==> src/rtl/mem_bus_arbiter.sv <==
// rtl/mem_bus_arbiter.sv - single-port bus arbiter between instruction fetch and load/store
// Optional MEM_ARB_RR_EN: round-robin tie-break instead of data-over-instruction priority.
module mem_bus_arbiter (
  input  logic        clk,
  input  logic        resetn,
  input  logic        inst_req,
  input  logic [31:0] inst_addr,
  output logic        inst_addr_ok,
  output logic        inst_data_ok,
  output logic [31:0] inst_rdata,
  input  logic        data_req,
  input  logic        data_wr,
  input  logic [1:0]  data_size,
  input  logic [31:0] data_addr,
  input  logic [31:0] data_wdata,
  output logic        data_addr_ok,
  output logic        data_data_ok,
  output logic [31:0] data_rdata,
  output logic        data_err,
  output logic        bus_req,
  output logic        bus_wr,
  output logic [1:0]  bus_size,
  output logic [31:0] bus_addr,
  output logic [3:0]  bus_wstrb,
  output logic [31:0] bus_wdata,
  input  logic        bus_addr_ok,
  input  logic        bus_data_ok,
  input  logic [31:0] bus_rdata,
  output logic        busy
);

  localparam logic [1:0] ST_IDLE = 2'd0;
  localparam logic [1:0] ST_ADDR = 2'd1;
  localparam logic [1:0] ST_DATA = 2'd2;
  localparam logic [1:0] ST_ERR  = 2'd3;

  localparam logic OWNER_INST = 1'b0;
  localparam logic OWNER_DATA = 1'b1;

  logic [1:0]  state;
  logic        owner;
  logic        lat_wr;
  logic [1:0]  lat_size;
  logic [31:0] lat_addr;
  logic [3:0]  lat_wstrb;
  logic [31:0] lat_wdata;

  logic        grant_data;
  logic        misaligned;
  logic [3:0]  data_strb;
  logic [31:0] data_wrep;

`ifdef MEM_ARB_RR_EN
  logic last_owner;

  // On a tie the requester that did not win the previous grant goes first.
  assign grant_data = data_req & (~inst_req | (last_owner == OWNER_INST));

  always_ff @(posedge clk) begin
    if (!resetn) begin
      last_owner <= OWNER_INST;
    end else if (state == ST_IDLE && (inst_req || data_req)) begin
      last_owner <= grant_data ? OWNER_DATA : OWNER_INST;
    end
  end
`else
  assign grant_data = data_req;
`endif

  always_comb begin
    misaligned = 1'b0;
    case (data_size)
      2'b01:   misaligned = data_addr[0];
      2'b10:   misaligned = (data_addr[1:0] != 2'b00);
      2'b11:   misaligned = 1'b1;
      default: misaligned = 1'b0;
    endcase
  end

  // Big-endian lanes: byte offset 0 lives in bits 31:24.
  always_comb begin
    data_strb = 4'b0000;
    data_wrep = data_wdata;
    case (data_size)
      2'b00: begin
        data_strb = 4'b1000 >> data_addr[1:0];
        data_wrep = {4{data_wdata[7:0]}};
      end
      2'b01: begin
        data_strb = data_addr[1] ? 4'b0011 : 4'b1100;
        data_wrep = {2{data_wdata[15:0]}};
      end
      2'b10:   data_strb = 4'b1111;
      default: data_strb = 4'b0000;
    endcase
    if (!data_wr) begin
      data_strb = 4'b0000;
    end
  end

  always_ff @(posedge clk) begin
    if (!resetn) begin
      state     <= ST_IDLE;
      owner     <= OWNER_INST;
      lat_wr    <= 1'b0;
      lat_size  <= 2'b00;
      lat_addr  <= 32'h0;
      lat_wstrb <= 4'b0000;
      lat_wdata <= 32'h0;
    end else begin
      case (state)
        ST_IDLE: begin
          if (grant_data) begin
            owner     <= OWNER_DATA;
            lat_wr    <= data_wr;
            lat_size  <= data_size;
            lat_addr  <= data_addr;
            lat_wstrb <= data_strb;
            lat_wdata <= data_wrep;
            state     <= misaligned ? ST_ERR : ST_ADDR;
          end else if (inst_req) begin
            owner     <= OWNER_INST;
            lat_wr    <= 1'b0;
            lat_size  <= 2'b10;
            lat_addr  <= inst_addr;
            lat_wstrb <= 4'b0000;
            lat_wdata <= 32'h0;
            state     <= ST_ADDR;
          end
        end
        ST_ADDR: if (bus_addr_ok) state <= ST_DATA;
        ST_DATA: if (bus_data_ok) state <= ST_IDLE;
        default: state <= ST_IDLE;
      endcase
    end
  end

  logic in_addr;
  logic in_data;
  assign in_addr = (state == ST_ADDR);
  assign in_data = (state == ST_DATA);

  assign bus_req   = in_addr;
  assign bus_wr    = lat_wr;
  assign bus_size  = lat_size;
  assign bus_addr  = lat_addr;
  assign bus_wstrb = lat_wstrb;
  assign bus_wdata = lat_wdata;

  assign inst_addr_ok = in_addr & bus_addr_ok & (owner == OWNER_INST);
  assign data_addr_ok = in_addr & bus_addr_ok & (owner == OWNER_DATA);
  assign inst_data_ok = in_data & bus_data_ok & (owner == OWNER_INST);
  assign data_data_ok = in_data & bus_data_ok & (owner == OWNER_DATA);

  // Read data is forced to zero outside the owner's response window.
  assign inst_rdata = (in_data && owner == OWNER_INST) ? bus_rdata : 32'h0;
  assign data_rdata = (in_data && owner == OWNER_DATA) ? bus_rdata : 32'h0;

  assign data_err = (state == ST_ERR);
  assign busy     = (state != ST_IDLE);

endmodule
==> config.mk <==
export PLATFORM = sky130hd
export DESIGN_NAME = mem_bus_arbiter
export DESIGN_NICKNAME = d
export VERILOG_FILES = /design/src/rtl/mem_bus_arbiter.sv
export SDC_FILE = /design/constraint.sdc
export NUM_CORES = 1
export LEC_CHECK = 0
export ABC_AREA = 1
export BUFFER_PORTS_ARGS = -buffer_cell sky130_fd_sc_hd__buf_4
export CORE_MARGIN = 2
export CORE_UTILIZATION = 38
export DETAILED_ROUTE_END_ITERATION = 7
export PLACE_DENSITY = 0.77
export SLEW_MARGIN = 20
export SYNTH_ARGS = -nofsm -noshare
export SYNTH_HDL_FRONTEND = slang
export SYNTH_SLANG_ARGS = --single-unit
==> constraint.sdc <==
create_clock -name clk -period 1.15 [get_ports clk]
set_input_delay 0 -clock clk [delete_from_list [all_inputs] [get_ports clk]]
set_output_delay 0 -clock clk [all_outputs]
set_load 0.02 [all_outputs]
# Word-level counts from Yosys, hierarchy flattened
# Cells that the tools add are included.
totals:
  ff_bits: 74
  in_bits: 137
  elab_cells: 57
classes:
  n_eq_ne: 9
  shifts: 1
  mux: 24
  bitwise: 7
  n_reduce_logical: 9
op_table:
  columns: ["op", "count"]
  rows:
  - ["32-bit two-way mux", 6]
  - ["32-bit case mux with 2 select lines", 1]
  - ["4-bit two-way mux", 4]
  - ["2-bit two-way mux", 7]
  - ["4-bit case mux with 3 select lines", 1]
  - ["2-bit == test (second input constant)", 4]
  - ["1-bit AND", 6]
  - ["2-bit case mux with 3 select lines", 1]
  - ["2-bit nonzero test", 3]
  - ["2-bit by 1-bit == test with 1-bit output (second input constant)", 2]
  - ["2-bit logical NOT", 2]
  - ["2-bit != test (second input constant)", 2]
  - ["4-bit by 2-bit right shift with 4-bit output (first input constant)", 1]
  - ["1-bit two-way mux", 3]
  - ["3-bit != test (second input constant)", 1]
  - ["1-bit case mux with 3 select lines", 1]
  - ["3-bit AND reduction", 1]
  - ["1-bit logical AND", 2]
  - ["2-bit AND reduction", 1]
  - ["1-bit NOT", 1]

# Logic depth before layout (Yosys ltp)
logic_depth:
  ltp_word: 5
  mapped_depth: 8

# Worst setup path after synthesis
# Ideal clock, no wire load.
synth_timing:
  kind: "reg2out"
  startpoint: "register state[0]"
  endpoint: "output data_addr_ok"
  arrival_time_ns: 1.333
  required_time_ns: 1.150
  path_slack_ns: -0.183
  stages_incl_launch_ff: 5
  path_buffers: 0
  cell_sequence: "dfxtp_1 -> inv_1 -> nor2_1 -> nand2_1 -> nor2_1"
synth_via:
  elab_chain_len: 3
synth_lines:
  columns: ["item", "line", "text"]
  rows:
  - ["start, declared", "40", "logic [1:0] state;"]
  - ["start signal, assigned", "120", "state <= misaligned ? ST_ERR : ST_ADDR;"]
  - ["2-bit by 1-bit == test with 1-bit output", "140", "assign in_addr = (state == ST_ADDR);"]
  - ["via bus_req", "20", "output logic bus_req,"]
  - ["1-bit AND (2 in series)", "151", "assign data_addr_ok = in_addr & bus_addr_ok & (owner == OWNER_DATA);"]
  - ["end, declared", "16", "output logic data_addr_ok,"]
# The timed path passes the listed nets, and every way through them passes these cells.

# Worst setup path in the final report
layout_timing:
  startpoint: "register state[1]"
  endpoint: "register lat_addr[24] (netlist: bus_addr[24])"
layout_via:
  elab_chain_len: 2
layout_lines:
  columns: ["item", "line", "text"]
  rows:
  - ["2-bit logical NOT", "111", "case (state)"]
  - ["2-bit AND reduction (no line)", null, null]
  - ["end signal, assigned", "117", "lat_addr <= data_addr;"]
  - ["end signal, assigned", "125", "lat_addr <= inst_addr;"]
  - ["end, declared", "44", "logic [31:0] lat_addr;"]
# Every way passes these cells.
# A chain may end at the register's enable or synchronous reset.

==> impl_metrics.json <==
{
  "clk_latency_ns": 0.37,
  "power_frac_seq": 0.301,
  "drv_slew": 0,
  "routedWlPerCell_um": 17.77,
  "final_hold_viol_count": 3,
  "finalClockSkew_ns": 0.01061,
  "status": "finished with violations",
  "die_y_um": 107.8,
  "period_share": 1.269,
  "ys_top_cells_by_area": "dfxtp_1 36%, nand2_1 17%, nor2_1 12%",
  "yosysTopAreaCellShare": 0.3619,
  "timing.hold.ws_ns": -0.02132,
  "track_usage": 0.3008,
  "grt_pass1_vias": 5461,
  "p_sw_mw": 3.979,
  "worstPathMaxFanout": 14,
  "clkPwrFrac": 0.223,
  "diodes": 0,
  "io_pins": 279,
  "final_common_cell": "buf_4",
  "switching_share": 0.3837,
  "drt_wl_total_mm": 20.19,
  "area_growth_pct": 107.2,
  "worst_hold_path_type": "in -> reg",
  "worst_pin_slew_ns": 0.4155,
  "first_pass_iters": 7,
  "p_int_mw": 6.390,
  "cts_tree": "built",
  "die_area_um2": 11620,
  "ir_drop_v": 0.0007717,
  "drc_errors": 0,
  "syn_avg_cell_area_um2": 6.250,
  "wl_met3_mm": 1.520,
  "grt_overflow_total": 0,
  "antenna_found_initial": 0,
  "ctsRootBufferMaster": "clkbuf_8",
  "synth_area_um2": 4094,
  "ys_ff_latch": 74,
  "clock_path_buffers": 2,
  "dr_wl_met2_mm": 10.07,
  "cp.required_ns": 1.41,
  "synth_nets": 792,
  "synthCells": 655,
  "arrival_ns": 1.72,
  "clkSlewWorstSetupHoldPaths_ns": 0.09,
  "yosys.area.top_type": "dfxtp_1",
  "rows": 37,
  "yosys_warnings": 0,
  "nFillCells": 616,
  "synth_cell_types": 24,
  "p_leak_nw": 4.297,
  "die_w_um": 107.8,
  "most-common-layout-cells": "227 x buf_4, 156 x nand2_1, 75 x buf_6",
  "drive_above_1_share": 0.5440,
  "max_freq_ghz": 0.6852,
  "multi_input_area_um2": 2774,
  "via_per_inst": 5.158,
  "violations": "negative hold slack, negative setup slack",
  "core_um2": 10370,
  "top_layer": "met4",
  "critPathKind": "reg -> reg",
  "cts_buffers": 9,
  "rsz0062_at_grt": "true",
  "nNetsFinal": 1132,
  "io_buffers": 278,
  "p_total_mw": 10.37,
  "post-dp-hpwl_mm": 11.39,
  "yosysSeqAreaShare": 0.3619,
  "regArea_um2": 1490,
  "dp_slack_ns": -0.01372,
  "cts_sinks": 74,
  "finalSetupViolCount": 145,
  "ant_nets": 0,
  "drt-met1-wl_mm": 7.111,
  "drv_cap": 0,
  "cts_htree_levels": 3,
  "power_density_nw_per_um2": 1223,
  "start_kind": "flip-flop",
  "grt_pass1_wl_mm": 27.08,
  "first_iter_violations": 432,
  "gp_congestion": 0.8778,
  "start_util": 0.3948,
  "slew_headroom": 0.7201,
  "grt_max_degree": 41,
  "fin_crit_ns": 1.460,
  "crit_path_end_kind": "flip-flop",
  "setup_ws_ns": -0.3095,
  "vias": 5860,
  "p_comb_frac": 0.476
}
-- cell type report --
type | instances | area share
sequential | 74 | 0.1757
clock buffer | 10 | 0.01505
timing repair buffer | 367 | 0.4088
multi-input combinational | 466 | 0.3271
timing repair inverter | 4 | 0.006639
tap | 136 | 0.02006
clock inverter | 6 | 0.01062
inverter | 73 | 0.03600
-- worst max-delay path: stages, from the launching register on --
cell	delay, ns
dfxtp_4	0.36
buf_6	0.13
nor2_8	0.15
o21ai_4	0.15
bufbuf_16	0.32
o21ai_0	0.19
nor2_1	0.07
-- metrics by stage --
stage / setup TNS, ns / area (µm²) / util / instances / hold slack [ns]
after floorplan: -0.05117 / 4104 / - / 655 / 0.1357
after global placement: 0 / 6330 / 0.6104 / 1047 / 0.2659
after detailed placement: -0.03446 / 6330 / 0.6104 / 1047 / 0.2734
after CTS: -27.09 / 7746 / 0.7470 / 1130 / 0.001357
after global routing: -35.51 / 8481 / 0.8178 / 1136 / 0.01334
final: -29.45 / 8481 / 0.8178 / 1136 / -0.02132
-- routing by layer --
metal | up-vias | track usage
met4 | 0 | 0.2042
met1 | 2710 | 0.3270
met5 | - | 0
met2 | 334 | 0.5157
li1 | 2697 | -
met3 | 119 | 0.07082
-- cell families after synthesis --
logic type,count (synthesis),share of synthesized area
and+or+nand+nor,377,0.3774
DFF,74,0.3619
AOI/OAI and AO/OA,89,0.1189
buffers and inverters,115,0.1418
-- what timing repair did --
item	4_1_cts	5_1_grt
pin swaps	3	39
setup buffers	11	9
resized for setup	138	202
hold endpoints to repair	31	0
cloned	13	3
setup endpoints to repair	107	145
hold buffers	43	0
-- sequential cells by signal (all words and copies together) (netlist names) --
signal     cells
bus_addr      32
bus_wdata     32
bus_wstrb      4
bus_size       2
state          2
bus_wr         1
owner          1
-- power by group through the flow --
| stage | Combinational (mW) | Clock (mW) | Sequential, mW |
|---|---|---|---|
| 2_1_floorplan | 1.52 | 0 | 3.45 |
| 3_3_place_gp | 3.22 | 0 | 3.11 |
| 3_5_place_dp | 3.25 | 0 | 3.12 |
| 4_1_cts | 4.22 | 2.29 | 3.05 |
| 5_1_grt | 5.19 | 2.42 | 3.16 |
| 6_report | 4.94 | 2.31 | 3.13 |
-- final timing paths --
check                              startpoint            end  slack [ns]  depth (start not counted)
worst min register to register  bus_wdata[29]  bus_wdata[29]        0.48                          2
worst max register to register       state[1]   bus_addr[24]       -0.31                          6
worst min-delay path            inst_addr[18]   bus_addr[18]       -0.02                          5
worst max-delay path                 state[1]   bus_addr[24]       -0.31                          6
-- Yosys cell counts --
cell type / instances
a21oi_1: 33
a21oi_2: 10
buf_12: 1
buf_2: 17
buf_6: 8
buf_8: 4
clkbuf_1: 11
clkbuf_2: 1
dfxtp_1: 74
inv_1: 70
inv_2: 2
inv_6: 1
nand2_1: 188
nand2_2: 11
nand3_1: 17
nand3b_1: 2
nand4_1: 12
nor2_1: 135
nor2_2: 9
nor2_8: 1
o21ai_0: 34
o21ai_1: 11
o21ai_2: 1
or2_2: 2
Note: power is estimated with default switching activity, not from simulation.
